`config.mk`:
```
export PLATFORM = sky130hd
export DESIGN_NAME = stopwatch_display_flat
export DESIGN_NICKNAME = d
export VERILOG_FILES = /design/src/rtl/stopwatch_display_if.sv /design/src/rtl/stopwatch_display.sv /design/src/flat_wrapper.sv
export SDC_FILE = /design/constraint.sdc
export NUM_CORES = 1
export LEC_CHECK = 0
export BUFFER_PORTS_ARGS = -buffer_cell sky130_fd_sc_hd__buf_4
export CAP_MARGIN = 25
export CORE_ASPECT_RATIO = 0.6
export CORE_MARGIN = 5
export CORE_UTILIZATION = 55
export DETAILED_ROUTE_END_ITERATION = 10
export GPL_ROUTABILITY_DRIVEN = 0
export PLACE_DENSITY = 0.81
export SLEW_MARGIN = 15
export SYNTH_ARGS = -nofsm -noshare
export SYNTH_HDL_FRONTEND = slang
export SYNTH_SLANG_ARGS = --single-unit
```
`constraint.sdc`:
```
create_clock -name clk -period 2.7 [get_ports clk]
set_clock_uncertainty 0.1 [all_clocks]
set_input_delay 0.54 -clock clk [delete_from_list [all_inputs] [get_ports clk]]
set_output_delay 0.54 -clock clk [all_outputs]
set_load 0.01 [all_outputs]
```
`src/rtl/stopwatch_display_if.sv`:
```
// Bundle between the stopwatch core (master) and the MM:SS display driver (slave).
interface stopwatch_display_if;
  logic [7:0] minutes;
  logic [5:0] seconds;
  logic [1:0] status;
  logic [6:0] seg;
  logic [3:0] an;
  logic       dp;
  logic       ovf;

  modport master (
    output minutes, seconds, status,
    input  seg, an, dp, ovf
  );

  modport slave (
    input  minutes, seconds, status,
    output seg, an, dp, ovf
  );
endinterface

```
`src/rtl/stopwatch_display.sv`:
```
// 4-digit multiplexed common-anode MM:SS display driver with a free-running double-dabble
// converter. Optional pause blinking is enabled by defining STOPWATCH_DISP_BLINK_EN.
module stopwatch_display #(
  parameter int unsigned REFRESH_DIV = 4,
  parameter int unsigned BLINK_DIV   = 64
) (
  input logic                 clk,
  input logic                 rst,
  stopwatch_display_if.slave  disp
);

  localparam int unsigned ScanW = $clog2(REFRESH_DIV);

  typedef enum logic [1:0] {StCapture, StShift, StCommit} state_e;

  state_e          state_q;
  logic [2:0]      shift_cnt_q;
  logic [14:0]     eng_m_q;
  logic [14:0]     eng_s_q;
  logic            ovf_cand_q;
  logic            ovf_q;
  logic [3:0][3:0] dig_q;

  logic [ScanW-1:0] scan_q;
  logic [1:0]       idx_q;
  logic [3:0]       an_q;
  logic [6:0]       seg_q;
  logic             dp_q;

  logic clamp;
  logic blank;

  assign clamp = disp.minutes > 8'd99;

  // One double-dabble iteration on {tens, ones, binary[6:0]}: adjust nibbles, then shift.
  function automatic logic [14:0] dd_step(input logic [14:0] v);
    logic [14:0] t;
    t = v;
    if (t[10:7] >= 4'd5) t[10:7] = t[10:7] + 4'd3;
    if (t[14:11] >= 4'd5) t[14:11] = t[14:11] + 4'd3;
    return {t[13:0], 1'b0};
  endfunction

  function automatic logic [6:0] seg_enc(input logic [3:0] d);
    logic [6:0] s;
    case (d)
      4'd0:    s = 7'h40;
      4'd1:    s = 7'h79;
      4'd2:    s = 7'h24;
      4'd3:    s = 7'h30;
      4'd4:    s = 7'h19;
      4'd5:    s = 7'h12;
      4'd6:    s = 7'h02;
      4'd7:    s = 7'h78;
      4'd8:    s = 7'h00;
      4'd9:    s = 7'h10;
      default: s = 7'h7F;
    endcase
    return s;
  endfunction

  // Digits and ovf only change in StCommit, so a partially converted value is never shown.
  always_ff @(posedge clk or posedge rst) begin
    if (rst) begin
      state_q     <= StCapture;
      shift_cnt_q <= '0;
      eng_m_q     <= '0;
      eng_s_q     <= '0;
      ovf_cand_q  <= 1'b0;
      ovf_q       <= 1'b0;
      dig_q       <= '0;
    end else begin
      case (state_q)
        StCapture: begin
          eng_m_q     <= {8'd0, clamp ? 7'd99 : disp.minutes[6:0]};
          eng_s_q     <= {8'd0, 1'b0, disp.seconds};
          ovf_cand_q  <= clamp;
          shift_cnt_q <= '0;
          state_q     <= StShift;
        end
        StShift: begin
          eng_m_q <= dd_step(eng_m_q);
          eng_s_q <= dd_step(eng_s_q);
          if (shift_cnt_q == 3'd6) begin
            state_q <= StCommit;
          end else begin
            shift_cnt_q <= shift_cnt_q + 3'd1;
          end
        end
        StCommit: begin
          dig_q[0] <= eng_s_q[10:7];
          dig_q[1] <= eng_s_q[14:11];
          dig_q[2] <= eng_m_q[10:7];
          dig_q[3] <= eng_m_q[14:11];
          ovf_q    <= ovf_cand_q;
          state_q  <= StCapture;
        end
        default: state_q <= StCapture;
      endcase
    end
  end

  // Outputs are registered from the current index, so an[0] is driven from the first edge.
  always_ff @(posedge clk or posedge rst) begin
    if (rst) begin
      scan_q <= '0;
      idx_q  <= 2'd0;
      an_q   <= 4'b1111;
      seg_q  <= 7'h7F;
      dp_q   <= 1'b1;
    end else begin
      if (scan_q == ScanW'(REFRESH_DIV - 1)) begin
        scan_q <= '0;
        idx_q  <= idx_q + 2'd1;
      end else begin
        scan_q <= scan_q + 1'b1;
      end
      seg_q <= seg_enc(dig_q[idx_q]);
      if (blank) begin
        an_q <= 4'b1111;
        dp_q <= 1'b1;
      end else begin
        an_q <= ~(4'b0001 << idx_q);
        dp_q <= (idx_q != 2'd2);
      end
    end
  end

`ifdef STOPWATCH_DISP_BLINK_EN
  localparam int unsigned BlinkW = (BLINK_DIV > 1) ? $clog2(BLINK_DIV) : 1;

  logic [BlinkW-1:0] blink_cnt_q;
  logic              blank_q;

  always_ff @(posedge clk or posedge rst) begin
    if (rst) begin
      blink_cnt_q <= '0;
      blank_q     <= 1'b0;
    end else if (disp.status == 2'b10) begin
      if (blink_cnt_q == BlinkW'(BLINK_DIV - 1)) begin
        blink_cnt_q <= '0;
        blank_q     <= ~blank_q;
      end else begin
        blink_cnt_q <= blink_cnt_q + 1'b1;
      end
    end else begin
      blink_cnt_q <= '0;
      blank_q     <= 1'b0;
    end
  end

  assign blank = blank_q;
`else
  logic unused_cfg;

  assign blank      = 1'b0;
  assign unused_cfg = ^{disp.status, BLINK_DIV[0]};
`endif

  assign disp.seg = seg_q;
  assign disp.an  = an_q;
  assign disp.dp  = dp_q;
  assign disp.ovf = ovf_q;

endmodule

```
`src/flat_wrapper.sv`:
```
// flat-port wrapper written by rule: the top's interface ports become plain ports
module stopwatch_display_flat 
#(
  parameter int unsigned REFRESH_DIV = 4,
  parameter int unsigned BLINK_DIV   = 64
)
  (clk, rst, disp_minutes, disp_seconds, disp_status, disp_seg, disp_an, disp_dp, disp_ovf);
  stopwatch_display_if disp_i ();
  input logic clk;
  input logic rst;
  input wire logic [$bits(disp_i.minutes)-1:0] disp_minutes;
  input wire logic [$bits(disp_i.seconds)-1:0] disp_seconds;
  input wire logic [$bits(disp_i.status)-1:0] disp_status;
  output wire logic [$bits(disp_i.seg)-1:0] disp_seg;
  output wire logic [$bits(disp_i.an)-1:0] disp_an;
  output wire logic [$bits(disp_i.dp)-1:0] disp_dp;
  output wire logic [$bits(disp_i.ovf)-1:0] disp_ovf;
  assign disp_i.minutes = disp_minutes;
  assign disp_i.seconds = disp_seconds;
  assign disp_i.status = disp_status;
  assign disp_seg = disp_i.seg;
  assign disp_an = disp_i.an;
  assign disp_dp = disp_i.dp;
  assign disp_ovf = disp_i.ovf;
  stopwatch_display #(.REFRESH_DIV(REFRESH_DIV), .BLINK_DIV(BLINK_DIV)) u_core (.clk(clk), .rst(rst), .disp(disp_i));
endmodule
```
Word-level counts from Yosys, hierarchy flattened
Memories as Yosys holds them, arrays and structs flattened. A register that Yosys moved wholly into a read port is not among the register bits.
Cells that the tools add are included.
- register bits after elaboration: 62
- ROM bits: 112
- bits of input ports: 18
- output and inout port bits: 13
- logic and storage cells: 54
- memories: 1
- memories (memory ; words ; width ; rd ports ; clocked after Yosys merged registers in ; write ports ; line ; text):
    (no name shown) ; 16 ; 7 ; 1 ; 1 ; 0 ; stopwatch_display.sv:46 ; case (d)
- $add $sub $neg: 7
- order comparisons: 6
- equal/unequal tests: 7
- shifts and indexed selects: 1
- muxes and demuxes: 14
- bitwise logic cells: 1
- reduce and logical (&&, ||, !) cells: 3
- operators by type and width (operator ; count):
    15-bit case mux with 2 select lines ; 2
    4-bit by 3-bit >= comparator with 1-bit output (second input constant) ; 4
    4-bit 2-to-1 mux ; 3
    3-bit 2-to-1 mux ; 3
    4-bit by 2-bit adder with 4-bit output (second input constant) ; 2
    4-bit binary-select mux with 2-bit select ; 1
    8-bit by 7-bit greater-than comparator with 1-bit output (second input constant) ; 1
    7-bit 2-to-1 mux ; 1
    3-bit by 2-bit adder with 3-bit output (second input constant) ; 2
    3-bit case mux with 2 select lines ; 1
    2-bit by 1-bit adder with 2-bit output (second input constant) ; 2
    2-bit equality test (second input constant) ; 2
    2-bit 2-to-1 mux ; 2
    2-bit != test (second input constant) ; 2
    4-bit NOT ; 1
    2-bit case mux with 2 select lines ; 1
    1-bit by 2-bit left shift with 4-bit output (first input constant) ; 1
    3-bit by 1-bit adder with 3-bit output (second input constant) ; 1
    3-bit equality test (second input constant) ; 1
    2-bit by 3-bit less-than comparator with 1-bit output (second input constant) ; 1
    2-bit by 1-bit equality test with 1-bit output (second input constant) ; 1
    2-bit logical NOT ; 1
    2-bit by 1-bit != test with 1-bit output (second input constant) ; 1
    2-bit AND reduction ; 1
    2-bit nonzero test ; 1

Depth between registers and ports, before layout
- word-level depth: 3
- gate-level depth with buffers: 7
- depth with buffers taken out: 6

Worst setup path after synthesis
No wires, ideal clock.
- kind: reg-to-reg
- start: reg u_core.idx_q[1]
- end: reg u_core.seg_q[0], in the netlist u_core.disp.seg[0]
- library setup time: 0.078 ns
- arrival time: 1.708 ns
- data required time: 2.522 ns
- setup slack: 0.814 ns
- cell stages (with the launch flop): 7
- path buffers: 1
- clock period less this slack: 1.886 ns
- cells stage by stage: dfrtp_1 -> buf_6 -> mux4_1 -> ha_1 -> or2_0 -> a21oi_2 -> nor2_1
- word-level cells in the longest chain between the ends: 2
- RTL lines (element ; line ; text):
    start: declaration ; stopwatch_display.sv:25 ; logic [1:0] idx_q;
    start signal: assignment ; stopwatch_display.sv:114 ; idx_q <= idx_q + 2'd1;
    4-bit binary-select mux with 2-bit select ; stopwatch_display.sv:118 ; seg_q <= seg_enc(dig_q[idx_q]);
    4-bit 2-to-1 mux (implied by the code) ; stopwatch_display.sv:118 ;
    end: declaration ; stopwatch_display.sv:27 ; logic [6:0] seg_q;
Every way passes these cells. The select of a mux whose other input is x is not followed.
A chain may end at the register's enable or synchronous reset.

Final worst setup path
- start: reg u_core.idx_q[1]
- end: reg u_core.seg_q[3], in the netlist u_core.disp.seg[3]
Same word-level chain as after synthesis.

==> impl_metrics.ini <==
[cts]
path_clk_slew_ns = 0.08
clockBufferDepth = 2
cts_resized = 0
post_cts_buffers = 0
clock_latency_ns = 0.34
numCtsBuffers = 9
htree_num_levels = 3
ctsHoldBuffers = 0
cts_root_buf = clkbuf_8
clock_sinks = 68
cts_tree = built

[route]
first_pass_iters = 4
drtIter0Drc = 131
routed_wirelength_microns = 6240
drc = 0
vias = 2211
via_per_inst = 5.33
wire_per_inst_microns = 15.0
drtAntennaViolNets = 0

[yosys]
synth_top_family_by_area = compound AO/OA/AOI/OAI gates
synth-xor-area-share_pct = 1.60
syn_inst = 302
synth_cell_type_count = 44
ys_ff_latch = 68
synth_compound_area_share_pct = 13.6
synth_area_per_cell_sq_um = 10.8
synthAdderAreaFrac_pct = 7.64
yosysWarnings = 0
synth-simple-area-share_pct = 11.0
async_reset_ff_share_pct = 100
syn_area_sq_mm = 0.00328
synth.area.mux_share_pct = 8.86
synth_nets = 340
ys_seq_area_share_pct = 52.4
synth_edf_count = 0
yosys_most_used_dff = dfrtp_1

[power]
p_sw_uw = 645
p_seq_share_pct = 50.3
p_comb_share_pct = 15.7
power_uw = 2460
p_clk_share_pct = 34.0
power.density_mw_per_mm2 = 653
p_leak_uw = 0.00180
peakVddDrop_mv = 0.287
p_int_uw = 1810
p_sw_share_pct = 26.3

[global_routing]
grt_antenna_before_repair = 0
overflow = 0
grt_pass1_wl_microns = 10400
grt_max_degree = 36
first_global_vias = 2186
grt_usage_pct = 17.7

[worst_setup_path]
crit_fanout = 7
cp_slowest_cell = mux4_1
worstPathArrival_ns = 2.25
crit_start = u_core.idx_q[1]$_DFFE_PP0P_
critPathKind = reg2reg
r2r-start = u_core.idx_q[1]$_DFFE_PP0P_
cp-start-kind = register
crit_path_cell_trace = mux4_1, inv_1, ha_1, or2_0, a21oi_2, a21oi_1
worst_path_largest_cell_delay_ns = 0.74
crit_family = multiplexers
cp.required_ns = 2.87
critical_path_buf_inv_count = 1
end_kind = register

[floorplan]
ios = 31
dieWidth_microns = 110
coreArea_sq_mm = 0.00568
die_h_microns = 69.8
dieArea_sq_mm = 0.00765
start_util_pct = 57.7
floorplan.rows = 21

[sta]
rsz0062_at_grt = false
finalCritPeriodShare_pct = 77.0
relSlewSlack_pct = 53.5
hold_viol_final = 0
finalCriticalPeriod_ns = 2.08
fin_ws_ns = 0.621
finalSetupViolCount = 0
slew_viol_final = 0
tns_ns = 0
tightest_slew_ns = 0.696
timing.fmax_mhz = 481

[status]
run_status = finished, final reports clean

[final_layout]
fillCellCount = 419
layout-drive-gt1-share_pct = 24.2
final_cell_mix = dfrtp_1 (57), buf_4 (33), o21ai_0 (31)
mostFrequentLayoutCell = dfrtp_1
antenna_cells = 0
nets = 368
area_growth_pct = 14.8

[placed_design]
dp_hpwl_microns = 4360
dp_slack_ns = 0.631
port_buffers = 28

[flow_run]
cap_viol_max_count = 0

[hold_path]
hp-class = in2async
sequential cells by signal, indices dropped and copies added (netlist names):
signal	cells
u_core.disp.ovf	1
u_core.state_q	2
u_core.dig_q	16
u_core.scan_q	2
u_core.disp.seg	7
u_core.ovf_cand_q	1
u_core.eng_m_q	15
u_core.shift_cnt_q	3
u_core.idx_q	2
u_core.disp.an	4
u_core.eng_s_q	15
cell usage after synthesis, drive strengths merged, types with 2 or more instances:
library cell | count | share of area, %
o21ai | 31 | 4.7
nor2 | 21 | 2.4
ha | 20 | 7.6
mux2 | 10 | 3.4
dfstp | 11 | 8.8
nor3b | 3 | 0.69
o22ai | 5 | 0.95
a22oi | 3 | 0.69
a21oi | 16 | 2.6
mux4 | 4 | 3.0
clkbuf | 10 | 1.2
nand2b | 9 | 2.1
xnor2 | 4 | 1.1
xor2 | 2 | 0.53
a31oi | 2 | 0.38
buf | 7 | 1.4
mux2i | 8 | 2.4
dfrtp | 57 | 44
nand3 | 2 | 0.31
inv | 21 | 2.4
nor2b | 5 | 0.95
nand2 | 30 | 3.4
a22o | 8 | 2.1
per-stage QoR:
step                      instances  area [sq um]  hold WS, ns  util, %
final                           415          3760       0.0622     66.2
after global routing            415          3760       0.0651     66.2
after CTS                       415          3760       0.0634     66.2
after detailed placement        399          3560        0.325     62.7
after global placement          399          3560        0.313     62.7
after floorplan                 302          3280        0.303        -
cell type report:
| type | count | area, sq um | share of cell area [%] |
|---|---|---|---|
| multi-input cells | 196 | 1400 | 37.1 |
| clock inverters | 6 | 63.8 | 1.70 |
| inverters | 21 | 78.8 | 2.10 |
| well taps | 80 | 100 | 2.66 |
| flip-flops and latches | 68 | 1720 | 45.6 |
| repair buffers | 34 | 268 | 7.12 |
| clock buffers | 10 | 138 | 3.66 |
logic make-up (layout without fill, tap and decap cells):
| family | Yosys count | after routing |
|---|---|---|
| adder cells (fa/ha/maj) | 20 | 20 |
| XOR/XNOR | 6 | 6 |
| AO/OA/AOI/OAI | 73 | 73 |
| flip-flops | 68 | 68 |
| buffers and inverters | 38 | 71 |
| multiplexers | 22 | 22 |
| AND/OR/NAND/NOR | 75 | 75 |
final timing paths:
kind / endpoint / slack [ns] / cells after the start
max: u_core.disp.seg[3]$_DFF_PP1_ / 0.62 / 6
min: u_core.eng_s_q[1]$_DFFE_PP0P_ / 0.06 / 2
max reg2reg: u_core.disp.seg[3]$_DFF_PP1_ / 0.62 / 6
min reg2reg: u_core.scan_q[0]$_DFF_PP0_ / 0.33 / 1
max in group asynchronous: u_core.dig_q[5]$_DFFE_PP0N_ / 1.84 / 3
min in group clk: u_core.eng_s_q[0]$_DFFE_PP0P_ / 0.31 / 2
power by group through the flow:
| stage | Clock [uW] | Combinational [uW] | Sequential (uW) |
|---|---|---|---|
| floorplan | 0 | 225 | 1250 |
| global placement | 0 | 368 | 1240 |
| detailed placement | 0 | 388 | 1250 |
| CTS | 848 | 389 | 1230 |
| global route | 901 | 433 | 1240 |
| finish | 836 | 385 | 1230 |
routing by layer:
| layer | vias to the layer above | wire length, microns | GRT usage (%) | share of wire (%) |
|---|---|---|---|---|
| li1 | 1095 | - | - | - |
| met1 | 1069 | 3030 | 24.7 | 49 |
| met2 | 43 | 2810 | 26.0 | 45 |
| met3 | 4 | 370 | 7.07 | 5.9 |
| met4 | 0 | 32 | 4.15 | 0.51 |
| met5 | - | 0 | 0 | 0 |
Note: power is estimated with default switching activity, not from simulation.
